===== src/rtl/coram_multi_timer_pkg.sv =====
// Shared definitions for the multi-channel CoRAM cycle timer: publish FSM states and
// the position of the overflow flag inside a published channel word.
package coram_multi_timer_pkg;

    typedef enum logic [1:0] {
        ST_IDLE   = 2'd0,
        ST_LATCH  = 2'd1,
        ST_WRDATA = 2'd2,
        ST_WRSEQ  = 2'd3
    } pub_state_e;

    // Overflow flag rides in the MSB of a published word when the counter is narrower.
    function automatic int unsigned ovf_bit_pos(input int unsigned w_d);
        return w_d - 1;
    endfunction

endpackage


===== src/rtl/coram_multi_timer_if.sv =====
// Datapath-side bundle of the multi-channel timer: per-channel start/stop/clear pulses,
// snapshot request, and live status / counter / sequence outputs.
interface coram_multi_timer_if #(
    parameter int unsigned NUM_CH = 4,
    parameter int unsigned W_CNT  = 32,
    parameter int unsigned W_D    = 32
);
    logic [NUM_CH-1:0]       ch_start;
    logic [NUM_CH-1:0]       ch_stop;
    logic [NUM_CH-1:0]       ch_clear;
    logic                    snap_req;
    logic [NUM_CH-1:0]       running;
    logic [NUM_CH-1:0]       ovf;
    logic [NUM_CH*W_CNT-1:0] cnt_flat;
    logic                    snap_busy;
    logic [W_D-1:0]          seq_num;

    modport master (
        output ch_start, ch_stop, ch_clear, snap_req,
        input  running, ovf, cnt_flat, snap_busy, seq_num
    );

    modport slave (
        input  ch_start, ch_stop, ch_clear, snap_req,
        output running, ovf, cnt_flat, snap_busy, seq_num
    );
endinterface


===== src/rtl/CoramRegister.sv =====
// Behavioural stand-in for the CoRAM control-thread register: userlogic writes D when WE
// is high; the control thread observes Q. Thread name and id tag the register for the CoRAM flow.
module CoramRegister #(
    parameter string       CORAM_THREAD_NAME = "cthread",
    parameter int unsigned CORAM_ID          = 0,
    parameter int unsigned CORAM_DATA_WIDTH  = 32
) (
    input  logic                        CLK,
    input  logic [CORAM_DATA_WIDTH-1:0] D,
    input  logic                        WE,
    output logic [CORAM_DATA_WIDTH-1:0] Q
);
    logic [CORAM_DATA_WIDTH-1:0] r_q;

    always_ff @(posedge CLK) begin
        if (WE) begin
            r_q <= D;
        end
    end

    assign Q = r_q;
endmodule


===== src/rtl/coram_multi_timer_channel.sv =====
// One timer channel: start/stop/clear controlled cycle counter with sticky overflow.
// COUNTER_SATURATE_EN: hold at all-ones instead of wrapping.
module coram_multi_timer_channel #(
    parameter int unsigned W_CNT = 32
) (
    input  logic             i_clk,
    input  logic             i_rst_n,
    input  logic             i_start,
    input  logic             i_stop,
    input  logic             i_clear,
    output logic             o_running,
    output logic             o_ovf,
    output logic [W_CNT-1:0] o_cnt
);
    logic             r_running;
    logic             r_ovf;
    logic [W_CNT-1:0] r_cnt;
    logic             w_at_max;

    assign w_at_max = &r_cnt;

    always_ff @(posedge i_clk or negedge i_rst_n) begin
        if (!i_rst_n) begin
            r_running <= 1'b0;
            r_ovf     <= 1'b0;
            r_cnt     <= '0;
        end else if (i_clear) begin
            // clear wins over stop/start and leaves the running flag alone
            r_cnt <= '0;
            r_ovf <= 1'b0;
        end else begin
            if (r_running) begin
                if (w_at_max) begin
                    r_ovf <= 1'b1;
`ifdef COUNTER_SATURATE_EN
                    r_cnt <= r_cnt;
`else
                    r_cnt <= '0;
`endif
                end else begin
                    r_cnt <= r_cnt + W_CNT'(1);
                end
            end
            if (i_stop) begin
                r_running <= 1'b0;
            end else if (i_start) begin
                r_running <= 1'b1;
            end
        end
    end

    assign o_running = r_running;
    assign o_ovf     = r_ovf;
    assign o_cnt     = r_cnt;
endmodule


===== src/rtl/coram_multi_timer.sv =====
// NUM_CH start/stop/clear cycle timers with atomic snapshot published through CoRAM registers
// (one per channel, then a sequence register). Optional macro: COUNTER_SATURATE_EN.
module coram_multi_timer
    import coram_multi_timer_pkg::*;
#(
    parameter int unsigned NUM_CH        = 4,
    parameter int unsigned W_CNT         = 32,
    parameter int unsigned W_D           = 32,
    parameter int unsigned AUTO_PERIOD   = 0,
    parameter string       THREAD_NAME   = "cthread_timer",
    parameter int unsigned CORAM_ID_BASE = 0
) (
    input logic                 CLK,
    input logic                 RST_X,
    coram_multi_timer_if.slave  bus
);
    logic [NUM_CH-1:0][W_CNT-1:0] w_cnt;
    logic [NUM_CH-1:0]            w_running;
    logic [NUM_CH-1:0]            w_ovf;
    logic [NUM_CH-1:0][W_CNT-1:0] r_shadow;
    logic [NUM_CH-1:0]            r_shadow_ovf;
    logic [W_D-1:0]               r_seq_num;
    logic                         r_pending, w_pending_nxt;
    pub_state_e                   r_state, w_state_nxt;
    logic                         w_tick, w_trigger;
    logic                         w_latch, w_wr_data, w_wr_seq;
    logic [NUM_CH:0]              w_reg_we;
    logic [W_D-1:0]               w_reg_d [NUM_CH+1];
    logic [W_D-1:0]               w_reg_q [NUM_CH+1];

    for (genvar gi = 0; gi < NUM_CH; gi++) begin : g_ch
        coram_multi_timer_channel #(.W_CNT(W_CNT)) u_ch (
            .i_clk     (CLK),
            .i_rst_n   (RST_X),
            .i_start   (bus.ch_start[gi]),
            .i_stop    (bus.ch_stop[gi]),
            .i_clear   (bus.ch_clear[gi]),
            .o_running (w_running[gi]),
            .o_ovf     (w_ovf[gi]),
            .o_cnt     (w_cnt[gi])
        );
    end

    if (AUTO_PERIOD > 0) begin : g_auto
        localparam int unsigned W_AUTO = $clog2(AUTO_PERIOD + 1);
        logic [W_AUTO-1:0] r_auto_cnt;

        assign w_tick = (r_auto_cnt == W_AUTO'(AUTO_PERIOD - 1));

        always_ff @(posedge CLK or negedge RST_X) begin
            if (!RST_X)      r_auto_cnt <= '0;
            else if (w_tick) r_auto_cnt <= '0;
            else             r_auto_cnt <= r_auto_cnt + W_AUTO'(1);
        end
    end else begin : g_no_auto
        assign w_tick = 1'b0;
    end

    assign w_trigger = bus.snap_req | w_tick;

    always_comb begin
        w_state_nxt   = r_state;
        w_pending_nxt = r_pending;
        w_latch       = 1'b0;
        w_wr_data     = 1'b0;
        w_wr_seq      = 1'b0;
        if (r_state != ST_IDLE && w_trigger) begin
            w_pending_nxt = 1'b1;
        end
        case (r_state)
            ST_IDLE: begin
                if (w_trigger || r_pending) begin
                    w_state_nxt   = ST_LATCH;
                    w_pending_nxt = 1'b0;
                end
            end
            ST_LATCH: begin
                w_latch     = 1'b1;
                w_state_nxt = ST_WRDATA;
            end
            ST_WRDATA: begin
                w_wr_data   = 1'b1;
                w_state_nxt = ST_WRSEQ;
            end
            ST_WRSEQ: begin
                w_wr_seq    = 1'b1;
                w_state_nxt = ST_IDLE;
            end
            default: w_state_nxt = ST_IDLE;
        endcase
    end

    always_ff @(posedge CLK or negedge RST_X) begin
        if (!RST_X) begin
            r_state   <= ST_IDLE;
            r_pending <= 1'b0;
            r_seq_num <= '0;
        end else begin
            r_state   <= w_state_nxt;
            r_pending <= w_pending_nxt;
            if (w_wr_seq) begin
                r_seq_num <= w_reg_d[NUM_CH];
            end
        end
    end

    // Overflow flags are latched alongside the counts so a published word is self-consistent.
    always_ff @(posedge CLK or negedge RST_X) begin
        if (!RST_X) begin
            r_shadow     <= '0;
            r_shadow_ovf <= '0;
        end else if (w_latch) begin
            r_shadow     <= w_cnt;
            r_shadow_ovf <= w_ovf;
        end
    end

    for (genvar gi = 0; gi < NUM_CH; gi++) begin : g_data
        if (W_CNT < W_D) begin : g_ovf_bit
            localparam int unsigned OVF_BIT = ovf_bit_pos(W_D);
            assign w_reg_d[gi] = W_D'(r_shadow[gi]) | (W_D'(r_shadow_ovf[gi]) << OVF_BIT);
        end else begin : g_plain
            assign w_reg_d[gi] = W_D'(r_shadow[gi]);
        end
    end

    assign w_reg_d[NUM_CH] = r_seq_num + W_D'(1);
    assign w_reg_we        = {w_wr_seq, {NUM_CH{w_wr_data}}};

    for (genvar gi = 0; gi <= NUM_CH; gi++) begin : g_reg
        CoramRegister #(
            .CORAM_THREAD_NAME (THREAD_NAME),
            .CORAM_ID          (CORAM_ID_BASE + gi),
            .CORAM_DATA_WIDTH  (W_D)
        ) u_reg (
            .CLK (CLK),
            .D   (w_reg_d[gi]),
            .WE  (w_reg_we[gi]),
            .Q   (w_reg_q[gi])
        );
    end

    assign bus.running   = w_running;
    assign bus.ovf       = w_ovf;
    assign bus.cnt_flat  = w_cnt;
    assign bus.snap_busy = (r_state != ST_IDLE);
    assign bus.seq_num   = r_seq_num;
endmodule


===== src/flat_wrapper.sv =====
// flat-port wrapper written by rule: the top's interface ports become plain ports
module coram_multi_timer_flat import coram_multi_timer_pkg::*;
#(
    parameter int unsigned NUM_CH        = 4,
    parameter int unsigned W_CNT         = 32,
    parameter int unsigned W_D           = 32,
    parameter int unsigned AUTO_PERIOD   = 0,
    parameter string       THREAD_NAME   = "             ",
    parameter int unsigned CORAM_ID_BASE = 0
)
  (CLK, RST_X, bus_ch_start, bus_ch_stop, bus_ch_clear, bus_snap_req, bus_running, bus_ovf, bus_cnt_flat, bus_snap_busy, bus_seq_num);
  coram_multi_timer_if #(.NUM_CH(NUM_CH), .W_CNT(W_CNT), .W_D(W_D)) bus_i ();
  input logic CLK;
  input logic RST_X;
  input wire logic [$bits(bus_i.ch_start)-1:0] bus_ch_start;
  input wire logic [$bits(bus_i.ch_stop)-1:0] bus_ch_stop;
  input wire logic [$bits(bus_i.ch_clear)-1:0] bus_ch_clear;
  input wire logic [$bits(bus_i.snap_req)-1:0] bus_snap_req;
  output wire logic [$bits(bus_i.running)-1:0] bus_running;
  output wire logic [$bits(bus_i.ovf)-1:0] bus_ovf;
  output wire logic [$bits(bus_i.cnt_flat)-1:0] bus_cnt_flat;
  output wire logic [$bits(bus_i.snap_busy)-1:0] bus_snap_busy;
  output wire logic [$bits(bus_i.seq_num)-1:0] bus_seq_num;
  assign bus_i.ch_start = bus_ch_start;
  assign bus_i.ch_stop = bus_ch_stop;
  assign bus_i.ch_clear = bus_ch_clear;
  assign bus_i.snap_req = bus_snap_req;
  assign bus_running = bus_i.running;
  assign bus_ovf = bus_i.ovf;
  assign bus_cnt_flat = bus_i.cnt_flat;
  assign bus_snap_busy = bus_i.snap_busy;
  assign bus_seq_num = bus_i.seq_num;
  coram_multi_timer #(.NUM_CH(NUM_CH), .W_CNT(W_CNT), .W_D(W_D), .AUTO_PERIOD(AUTO_PERIOD), .THREAD_NAME(THREAD_NAME), .CORAM_ID_BASE(CORAM_ID_BASE)) u_core (.CLK(CLK), .RST_X(RST_X), .bus(bus_i));
endmodule

===== config.mk =====
export PLATFORM = sky130hd
export DESIGN_NAME = coram_multi_timer_flat
export DESIGN_NICKNAME = d
export VERILOG_FILES = /design/src/rtl/coram_multi_timer_pkg.sv /design/src/rtl/coram_multi_timer_if.sv /design/src/rtl/CoramRegister.sv /design/src/rtl/coram_multi_timer_channel.sv /design/src/rtl/coram_multi_timer.sv /design/src/flat_wrapper.sv
export SDC_FILE = /design/constraint.sdc
export NUM_CORES = 1
export LEC_CHECK = 0
export BUFFER_PORTS_ARGS = -buffer_cell sky130_fd_sc_hd__buf_2
export CAP_MARGIN = 5
export CORE_ASPECT_RATIO = 0.9
export CORE_MARGIN = 1.5
export CORE_UTILIZATION = 46
export CTS_CLUSTER_DIAMETER = 50
export DETAILED_ROUTE_END_ITERATION = 10
export PLACE_DENSITY = 0.69
export SLEW_MARGIN = 30
export SYNTH_ARGS = -nofsm -noshare
export SYNTH_HDL_FRONTEND = slang
export SYNTH_SLANG_ARGS = --single-unit

===== constraint.sdc =====
create_clock -name CLK -period 2.3 [get_ports CLK]
set_input_delay 0.46 -clock CLK [delete_from_list [all_inputs] [get_ports CLK]]
set_output_delay 0.46 -clock CLK [all_outputs]
set_load 0.005 [all_outputs]

After elaboration in Yosys (flattened, before gate mapping)
Index checks and enable logic that the tools add are counted.
{ "word_totals": {"regBits": 171, "out_inout_bits": 169, "word_cells": 94, "input_bits": 15} }
{ "classes": {"n_eq_ne": 4, "add_sub_neg": 5, "muxes": 38, "n_bitwise": 4, "n_reduce_logical": 28} }
{ "ops": {"columns": ["cell", "n"], "rows": [
  ["$mux W32", 12],
  ["$add A32 B1 Y32 const B", 5],
  ["$reduce_and A32 Y1", 4],
  ["$reduce_bool A2 Y1", 13],
  ["$mux W1", 24],
  ["$reduce_and A2 Y1", 8],
  ["$pmux W2 S4", 1],
  ["$eq A2 B2 Y1 const B", 2],
  ["$not A1 Y1", 4],
  ["$eq A2 B1 Y1 const B", 1],
  ["$logic_not A2 Y1", 1],
  ["$mux W2", 1],
  ["$ne A2 B1 Y1 const B", 1],
  ["$logic_and A1 B1 Y1", 1],
  ["$logic_or A1 B1 Y1", 1]
]} }

Logic depth before layout (Yosys ltp)
Gate-level depths: netlist (run 1).
{ "depth": {"depth_word": 5, "depth_mapped": 8} }

By module
From an unflattened synthesis (run 1), not the netlist that was laid out.
{ "hier_totals": {"hier_cells": 863, "hier_area_um2": 8814.7} }
{ "modules_own_cells": {"columns": ["mod", "n_inst", "area_each_um2", "seq_area_each_um2", "cells_per_inst"], "rows": [
  ["coram_multi_timer_channel", 4, 1776.7, 850.8, 179],
  ["coram_multi_timer", 1, 1707.9, 875.8, 147]
]} }

Worst setup path before layout (run 1)
No wires, ideal clock.
{ "synth_timing": {"path_kind": "register -> register", "startpoint": "reg u_core.r_state[1]", "endpoint": "reg u_core.r_seq_num[31] (netlist: u_core.bus.seq_num[31])", "stages_incl_launch_ff": 8, "t_arrival_ps": 1876, "setup_ps": 79, "slack_ps": 345, "path_cell_list": "dfrtp_1 > ha_1 > nand4_1 > or3_4 > or3_1 > buf_2 > nor2_1 > xor2_1"} }
{ "synth_between": {"elab_chain_len": 2} }
{ "synth_rtl": {"columns": ["item", "line_no", "rtl"], "rows": [
  ["from (decl)", "coram_multi_timer.sv:24", "pub_state_e r_state, w_state_nxt;"],
  ["from (signal assigned)", "coram_multi_timer.sv:99", "r_state <= w_state_nxt;"],
  ["$eq A2 B2 Y1", "coram_multi_timer.sv:70", "case (r_state)"],
  ["$mux W1", "coram_multi_timer.sv:70", null],
  ["to (signal assigned)", "coram_multi_timer.sv:102", "r_seq_num <= w_reg_d[NUM_CH];"],
  ["to (decl)", "coram_multi_timer.sv:22", "logic [W_D-1:0] r_seq_num;"]
]} }
No other way between the ends.
A chain may end at the register's enable or synchronous reset.

Worst setup path after layout (run 1)
{ "layout_timing": {"startpoint": "reg u_core.r_state[1]", "endpoint": "reg u_core.r_seq_num[25] (netlist: u_core.bus.seq_num[25])"} }
The elaborated chain is that of the path after synthesis.

==> qor.csv, run 1 <==
metric,value,unit
end_kind,register,
cts_resized,0,
p_leak,5.08,nW
max_stage_delay,450,ps
hold_start,bus_ch_stop[0],
netlist_instances,829,
grt_pass1_wl,30.4,mm
finalWorstSetupSlack,237,ps
ir_worst_vdd,0.000518,V
layout_common_cells,"182 x buf_2, 171 x dfrtp_1, 153 x nor2_1",
avgRoutedWirePerCell,14.3,um
grt_max_degree,56,
cts.path.max_buffers,2,
syn_to_final_growth,23.4,%
tightest_slew,739,ps
rows,46,
async_reset_ff_frac,1.00,
hpwl,13.0,mm
antenna_found_initial,0,
ys_seq_elements,171,
r2r_slack,240,ps
swShare,0.249,
status,finished clean,
cp_max_fo,6,
cts_tree,done,
cp_slowest_cell,or3_1,
drt_iter0_markers,306,
setup_tns,0,ps
drc,0,
fin_nets,1051,
ys_seq_area_frac,0.517,
synth_cell_type_count,45,
relSlewSlack,0.505,
cp.arrival,2410,ps
syn_nets,852,
track_usage,0.202,
grt_pass1_vias,6002,
ios,184,
first_pass_iters,5,
setup_viol,0,
mostFrequentLayoutCell,buf_2,
p_per_area,646,mW/mm^2
post-cts-setup-buffers,0,
required,2650,ps
gp_congestion,0.846,
hp-class,input port to register,
path_depth,6,
hold_viol,0,
drive_above_1_share,0.248,
clkPwrFrac,0.433,
final_max_slew_viol_count,0,
numClockSinks,171,
avgSynthCellArea,9.97,um^2
path_cells,"ha_1, nand4_1, or3_4, or3_1, nor2_1, xor2_1",
rsz0062_at_grt,false,
p_int,0.00495,W
cts_max_level,4,
worst_r2r_startpoint,u_core.r_state[1],
switchingPower,0.00164,W
via_per_inst,5.13,
regToRegEndpoint,u_core.bus.seq_num[25],
die_width,144,um
hold_slack,205,ps
min_path_cells,2,
critPathLaunchType,register,
ant_nets,0,
drt_wl_total,18.3,mm
yosys_warnings,0,
pre_cts_ws,236,ps
cts_root_buffer,clkbuf_16,
synth_edf_count,0,
clk_pin_slew,70,ps
power_frac_seq,0.491,
die_area,0.0188,mm^2
die_h,130,um
pwr-share-comb,0.077,
period_share,0.897,
grt-ovfl-total,0,
fmax,485,MHz
r2r.worst_path.cells,6,
min_period,2060,ps
path_class,register to register,
drv_cap,0,
antenna-diode-count,0,
crit_buf_inv,0,
syn_area,0.00827,mm^2
crit_family,simple AND/OR/NAND/NOR gates,
via_count,6568,
worstSkewPairLatency,420,ps
io_buffer_count,183,
finalClockSkew,11.9,ps
ys.flop_type,dfrtp_1,
core,0.0176,mm^2
numCtsBuffers,17,
start_util,0.470,
min_to,u_core.g_ch[0].u_ch.o_running,
[cell usage after synthesis (2+ instances only)]
| cell | count | area [um^2] |
|---|---|---|
| o21ai_0 | 7 | 35.0 |
| xnor2_1 | 39 | 342 |
| clkbuf_1 | 10 | 37.5 |
| or3_1 | 7 | 43.8 |
| nand2_1 | 67 | 251 |
| and3_1 | 17 | 106 |
| a21oi_1 | 21 | 105 |
| nand2b_1 | 3 | 18.8 |
| inv_1 | 15 | 56.3 |
| o21ai_1 | 2 | 10.0 |
| nor3_2 | 5 | 50.1 |
| nand4_1 | 61 | 382 |
| and4_1 | 9 | 78.8 |
| nor4_2 | 2 | 25.0 |
| and2_1 | 6 | 37.5 |
| nor4_1 | 5 | 31.3 |
| nand3b_1 | 3 | 22.5 |
| ha_1 | 8 | 100 |
| dfrtp_1 | 171 | 4280 |
| buf_2 | 7 | 35.0 |
| a31oi_1 | 2 | 12.5 |
| o21a_1 | 3 | 22.5 |
| nor3_1 | 8 | 40.0 |
| nor2_1 | 153 | 574 |
| buf_4 | 10 | 75.1 |
| xor2_1 | 107 | 937 |
| o2111ai_1 | 3 | 26.3 |
| nand3_1 | 58 | 290 |
| o211a_1 | 3 | 30.0 |
| nor3b_1 | 2 | 15.0 |
[cells by family (layout without fill, tap and decap cells)]
logic type	Yosys count	in the layout	share of synthesized area
simple gates	417	417	0.257
flops	171	171	0.517
xor+xnor	146	146	0.155
compound gates	44	44	0.0330
buf+inv	42	254	0.0247
fa+ha+maj	8	8	0.0121
mux	1	1	0.00136
[sequential cells by signal, summed over array words and instances, names as in the netlist]
register / cells
u_core.g_ch.u_ch.o_cnt: 128
u_core.bus.seq_num: 32
u_core.g_ch.u_ch.o_ovf: 4
u_core.g_ch.u_ch.o_running: 4
u_core.r_state: 2
u_core.r_pending: 1
[worst max-delay path by stage]
stage	slack, ps	endpoint	startpoint
after detailed placement	240	u_core.bus.seq_num[25]	u_core.r_state[1]
final	240	u_core.bus.seq_num[25]	u_core.r_state[1]
after CTS	230	u_core.bus.seq_num[25]	u_core.r_state[1]
after global placement	350	u_core.bus.seq_num[31]	u_core.r_state[1]
after global routing	70	u_core.bus.seq_num[29]	u_core.r_state[1]
after floorplan	340	u_core.bus.seq_num[31]	u_core.r_state[1]
[per-stage QoR]
step           std cells  power [W]  utilization  area (um^2)
2_1_floorplan        829    0.00355            -         8270
3_3_place_gp        1248    0.00379        0.545         9610
3_5_place_dp        1248    0.00381        0.545         9610
4_1_cts             1281    0.00668        0.579        10200
5_1_grt             1281    0.00693        0.579        10200
6_report            1281    0.00659        0.579        10200
[repair_timing]
action | 4_1_cts | 5_1_grt
hold buffers | 1 | 0
endpoints found under the setup margin | 0 | 0
endpoints found under the hold margin | 8 | 0
[per-layer routing]
| metal | GRT usage | up-vias | wire length, um |
|---|---|---|---|
| li1 | - | 3222 | - |
| met1 | 0.294 | 3175 | 8800 |
| met2 | 0.303 | 152 | 8410 |
| met3 | 0.0426 | 19 | 850 |
| met4 | 0.0630 | 0 | 216 |
| met5 | 0 | - | 0 |
[power groups by stage]
stage	clock (W)	combinational (W)	sequential [W]
2_1_floorplan	0	0.000284	0.00327
3_3_place_gp	0	0.000505	0.00328
3_5_place_dp	0	0.000514	0.00329
4_1_cts	0.00293	0.000519	0.00323
5_1_grt	0.00308	0.000597	0.00325
6_report	0.00285	0.000505	0.00324
[final cells by class]
class	count	area, um^2
Clock buffer	17	425
Fill cell	1582	7410
Timing Repair Buffer	207	1180
Inverter	15	56.3
Tap cell	240	300
Clock inverter	15	161
Multi-Input combinational cell	616	3800
Sequential cell	171	4280
Power figures use the tool's default switching activity.
==> inputs of run 2 (changes only) <==
- RECOVER_POWER: default -> 25
==> run 2 against run 1 <==
  * Via count about the same
  * Highest routed layer unchanged
  * Cell count unchanged
  * Worst hold slack better by 0.76 ps
  * Setup slack about the same
==> qor.csv, run 2 (synthesis gave the netlist of run 1 again) <==
metric,value,unit,change
rows,46,,unchanged
antenna_found_initial,0,,unchanged
drv_cap,0,,unchanged
drive_above_1_share,0.248,,unchanged
cts_resized,0,,unchanged
track_usage,0.202,,unchanged
finalClockSkew,11.9,ps,about the same
ios,184,,unchanged
die_area,0.0188,mm^2,unchanged
rsz0062_at_grt,false,,unchanged
finalWorstSetupSlack,237,ps,about the same
cts_root_buffer,clkbuf_16,,unchanged
setup_tns,0,ps,unchanged
cp.arrival,2410,ps,about the same
required,2640,ps,was 2650 ps
pre_cts_ws,236,ps,unchanged
drt_iter0_markers,305,,was 306
mostFrequentLayoutCell,buf_2,,unchanged
numClockSinks,171,,unchanged
finalNonFillerCells,1281,,unchanged
grt_pass1_wl,30.4,mm,unchanged
grt_pass1_vias,6002,,unchanged
hold_viol,0,,unchanged
io_buffer_count,183,,unchanged
critPathLaunchType,register,,unchanged
grt-ovfl-total,0,,unchanged
die_width,144,um,unchanged
fin_nets,1051,,unchanged
min_period,2060,ps,about the same
p_leak,5.07,nW,was 5.08 nW
die_h,130,um,unchanged
drc,0,,unchanged
gp_congestion,0.846,,unchanged
syn_to_final_growth,23.3,%,was 23.4%
start_util,0.470,,unchanged
core,0.0176,mm^2,unchanged
layout_common_cells,"182 x buf_2, 171 x dfrtp_1, 153 x nor2_1",,unchanged
via_count,6563,,was 6568
hp-class,input port to register,,unchanged
avgRoutedWirePerCell,14.2,um,was 14.3 um
fmax,485,MHz,about the same
grt_max_degree,56,,unchanged
final_max_slew_viol_count,0,,unchanged
numCtsBuffers,17,,unchanged
end_kind,register,,unchanged
status,finished clean,,unchanged
place_inst,1248,,unchanged
cp_max_fo,6,,unchanged
p_per_area,647,mW/mm^2,was 646 mW/mm^2
hpwl,13.0,mm,unchanged
drt_wl_total,18.2,mm,was 18.3 mm
ant_nets,0,,unchanged
via_per_inst,5.12,,was 5.13
period_share,0.897,,about the same
worstSkewPairLatency,420,ps,about the same
tightest_slew,1460,ps,was 739 ps
cts_max_level,4,,unchanged
first_pass_iters,5,,unchanged
ir_worst_vdd,0.000518,V,about the same
clk_pin_slew,70,ps,about the same
relSlewSlack,0.0283,,was 0.505
cts_tree,done,,unchanged
setup_viol,0,,unchanged
antenna-diode-count,0,,unchanged
cts.path.max_buffers,2,,unchanged
path_class,register to register,,unchanged
largest_register_ffs,128,,unchanged
==> run 2: cell count changes in the layout (fill, tap and decap cells not counted), sizes merged <==
| cell | change |
|---|---|
| buf | -2 |
| clkbuf | +2 |
==> run 2: repair_timing <==
item / CTS / global route
setup buffers: 0 / 0
endpoints found under the hold margin: 8 / 0
hold buffers: 1 / 0
==> run 2: worst paths after layout <==
| kind | start | end | slack [ps] | depth (start not counted) |
|---|---|---|---|---|
| worst max-delay path | u_core.r_state[1] | u_core.bus.seq_num[25] | 240 | 6 |
| worst max register to register | u_core.r_state[1] | u_core.bus.seq_num[25] | 240 | 6 |
| worst min-delay path | bus_ch_stop[0] | u_core.g_ch[0].u_ch.o_running | 210 | 2 |
| min in group asynchronous | RST_X | u_core.g_ch[0].u_ch.o_cnt[29] | 920 | 2 |
| worst min register to register | u_core.bus.seq_num[31] | u_core.bus.seq_num[31] | 480 | 1 |
| max in group asynchronous | RST_X | u_core.g_ch[1].u_ch.o_running | 380 | 3 |
==> run 2: metal layers <==
| layer | GRT usage | part of all wire | vias up | wire (um) |
|---|---|---|---|---|
| li1 | - | - | 3222 | - |
| met1 | 0.294 | 0.48 | 3166 | 8750 |
| met2 | 0.303 | 0.46 | 158 | 8400 |
| met3 | 0.0426 | 0.049 | 17 | 887 |
| met4 | 0.0630 | 0.012 | 0 | 211 |
| met5 | 0 | 0 | - | 0 |
==> run 2: final cells by class <==
class,instances,area [um^2]
inverter,15,56.3
clock inverter,15,161
tap,240,300
sequential,171,4280
fill,1582,7420
timing repair buffer,207,1170
multi-input combinational,616,3800
clock buffer,17,425
==> run 2: worst max-delay path, cell delays in order, from the launching register on <==
cell	delay [ps]
dfrtp_1	380
ha_1	280
nand4_1	160
or3_4	380
or3_1	450
nor2_1	170
xor2_1	170
==> run 2: per-stage QoR <==
step | util | cell area [um^2] | hold slack, ps | power, W
after floorplan | - | 8270 | 164 | 0.00355
after global placement | 0.545 | 9610 | 462 | 0.00379
after detailed placement | 0.545 | 9610 | 458 | 0.00381
after CTS | 0.579 | 10200 | 179 | 0.00668
after global routing | 0.579 | 10200 | 180 | 0.00693
final | 0.579 | 10200 | 206 | 0.00659
==> run 2: report_power, final <==
| group | switching (W) | internal (W) | total (W) |
|---|---|---|---|
| Combinational | 0.000284 | 0.000219 | 0.000503 |
| Clock | 0.00123 | 0.00162 | 0.00285 |
| Sequential | 0.000125 | 0.00311 | 0.00324 |
| Total | 0.00164 | 0.00495 | 0.00659 |
==> inputs of run 3 (changes only) <==
- MAX_ROUTING_LAYER: default -> met4
==> run 3 against run 2 <==
  * Sequential power about the same
  * Combinational power about the same
  * Utilization unchanged
  * Worst hold slack about the same
  * Critical path depth unchanged
  * Via count up 0.21%
  * Power about the same
  * Register-to-register slack about the same
  * Count of clock-buffer cells in the layout unchanged
  * Die area unchanged
  * Largest cell class unchanged
  * Highest routed layer unchanged
==> qor.csv, run 3 (synthesis gave the netlist of run 1 again) <==
metric,value,unit,change
tightest_slew,1450,ps,was 1460 ps
cts_root_buffer,clkbuf_16,,unchanged
hold_slack,206,ps,about the same
grt_pass1_wl,30.4,mm,unchanged
io_buffer_count,183,,unchanged
hpwl,13.0,mm,unchanged
setup_tns,0,ps,unchanged
start_util,0.470,,unchanged
hold_viol,0,,unchanged
max_stage_delay,450,ps,about the same
track_usage,0.209,,was 0.202
drv_cap,0,,unchanged
critPathLaunchType,register,,unchanged
seqCellArea,0.00428,mm^2,unchanged
ios,184,,unchanged
antenna-diode-count,0,,unchanged
core,0.0176,mm^2,unchanged
worstSkewPairLatency,420,ps,about the same
cts_max_level,4,,unchanged
multi_input_comb_area,0.00380,mm^2,unchanged
die_area,0.0188,mm^2,unchanged
grt_max_degree,56,,unchanged
mostFrequentLayoutCell,buf_2,,unchanged
numClockSinks,171,,unchanged
gp_congestion,0.860,,was 0.846
antenna_found_initial,0,,unchanged
die_h,130,um,unchanged
finalClockSkew,11.8,ps,was 11.9 ps
cts_tree,done,,unchanged
path_class,register to register,,unchanged
post-cts-setup-buffers,0,,unchanged
numCtsBuffers,17,,unchanged
drt_wl_total,18.3,mm,was 18.2 mm
final_max_slew_viol_count,0,,unchanged
rows,46,,unchanged
fin_nets,1051,,unchanged
first_pass_iters,4,,was 5
status,finished clean,,unchanged
grt_pass1_vias,6010,,was 6002
hp-class,input port to register,,unchanged
period_share,0.897,,about the same
nFillCells,1582,,unchanged
path_cells,"ha_1, nand4_1, or3_4, or3_1, nor2_1, xor2_1",,unchanged
grt-ovfl-total,0,,unchanged
drc,0,,unchanged
cp.arrival,2410,ps,about the same
layout_common_cells,"182 x buf_2, 171 x dfrtp_1, 153 x nor2_1",,unchanged
ant_nets,0,,unchanged
ir_worst_vdd,0.000518,V,about the same
rsz0062_at_grt,false,,unchanged
cts_resized,0,,unchanged
cp_slowest_cell,or3_1,,unchanged
setup_viol,0,,unchanged
clk_pin_slew,70,ps,about the same
cp_max_fo,6,,unchanged
die_width,144,um,unchanged
p_per_area,647,mW/mm^2,about the same
p_leak,5.07,nW,unchanged
via_per_inst,5.13,,was 5.12
via_count,6577,,was 6563
syn_to_final_growth,23.3,%,unchanged
required,2640,ps,about the same
min_period,2060,ps,about the same
drive_above_1_share,0.248,,unchanged
cts.path.max_buffers,2,,unchanged
drt_iter0_markers,319,,was 305
end_kind,register,,unchanged
avgRoutedWirePerCell,14.3,um,was 14.2 um
relSlewSlack,0.0308,,was 0.0283
fmax,485,MHz,about the same
largest_register_ffs,128,,unchanged
[run 3: layer usage]
metal / track usage / share of wire / vias up
li1: - / - / 3223
met3: 0.0400 / 0.043 / 19
met2: 0.303 / 0.46 / 158
met5: - / 0 / -
met1: 0.296 / 0.49 / 3177
met4: 0.0630 / 0.011 / 0
[run 3: critical path: cells and delay by family (launching register included)]
kind,cells,cell delay (ps)
flip-flops,1,380
adder cells (fa/ha/maj),1,280
XOR/XNOR,1,170
AND/OR/NAND/NOR,4,1160
[run 3: final cells by class]
class	count	area share
Sequential cell	171	0.420
Clock inverter	15	0.0158
Multi-Input combinational cell	616	0.373
Timing Repair Buffer	207	0.115
Tap cell	240	0.0295
Clock buffer	17	0.0417
Inverter	15	0.00552
[run 3: per-stage QoR]
| step | instances | util | setup slack (ps) | power [W] | instance area [um^2] |
|---|---|---|---|---|---|
| 2_1_floorplan | 829 | - | 345 | 0.00355 | 8270 |
| 3_3_place_gp | 1248 | 0.545 | 345 | 0.00379 | 9610 |
| 3_5_place_dp | 1248 | 0.545 | 236 | 0.00381 | 9610 |
| 4_1_cts | 1281 | 0.579 | 234 | 0.00668 | 10200 |
| 5_1_grt | 1281 | 0.579 | 70.0 | 0.00693 | 10200 |
| 6_report | 1281 | 0.579 | 237 | 0.00660 | 10200 |
[run 3: worst paths after layout]
path | startpoint | to | slack, ps | cells after the start
hold / removal | bus_ch_stop[3] | u_core.g_ch[3].u_ch.o_running | 210 | 2
max in group asynchronous | RST_X | u_core.g_ch[1].u_ch.o_running | 380 | 3
setup / recovery | u_core.r_state[1] | u_core.bus.seq_num[25] | 240 | 6
min in group asynchronous | RST_X | u_core.g_ch[0].u_ch.o_cnt[29] | 920 | 2
setup reg to reg | u_core.r_state[1] | u_core.bus.seq_num[25] | 240 | 6
hold reg to reg | u_core.bus.seq_num[31] | u_core.bus.seq_num[31] | 480 | 1
[run 3: timing repair]
item,in CTS,in global routing
endpoints found under the setup margin,0,0
hold buffers,1,0
endpoints found under the hold margin,8,0
[run 3: report_power, final]
group | switching [W] | leakage [nW] | internal, W
sequential | 0.000125 | 2.36 | 0.00311
clock | 0.00124 | 0.282 | 0.00162
combinational | 0.000285 | 2.43 | 0.000219
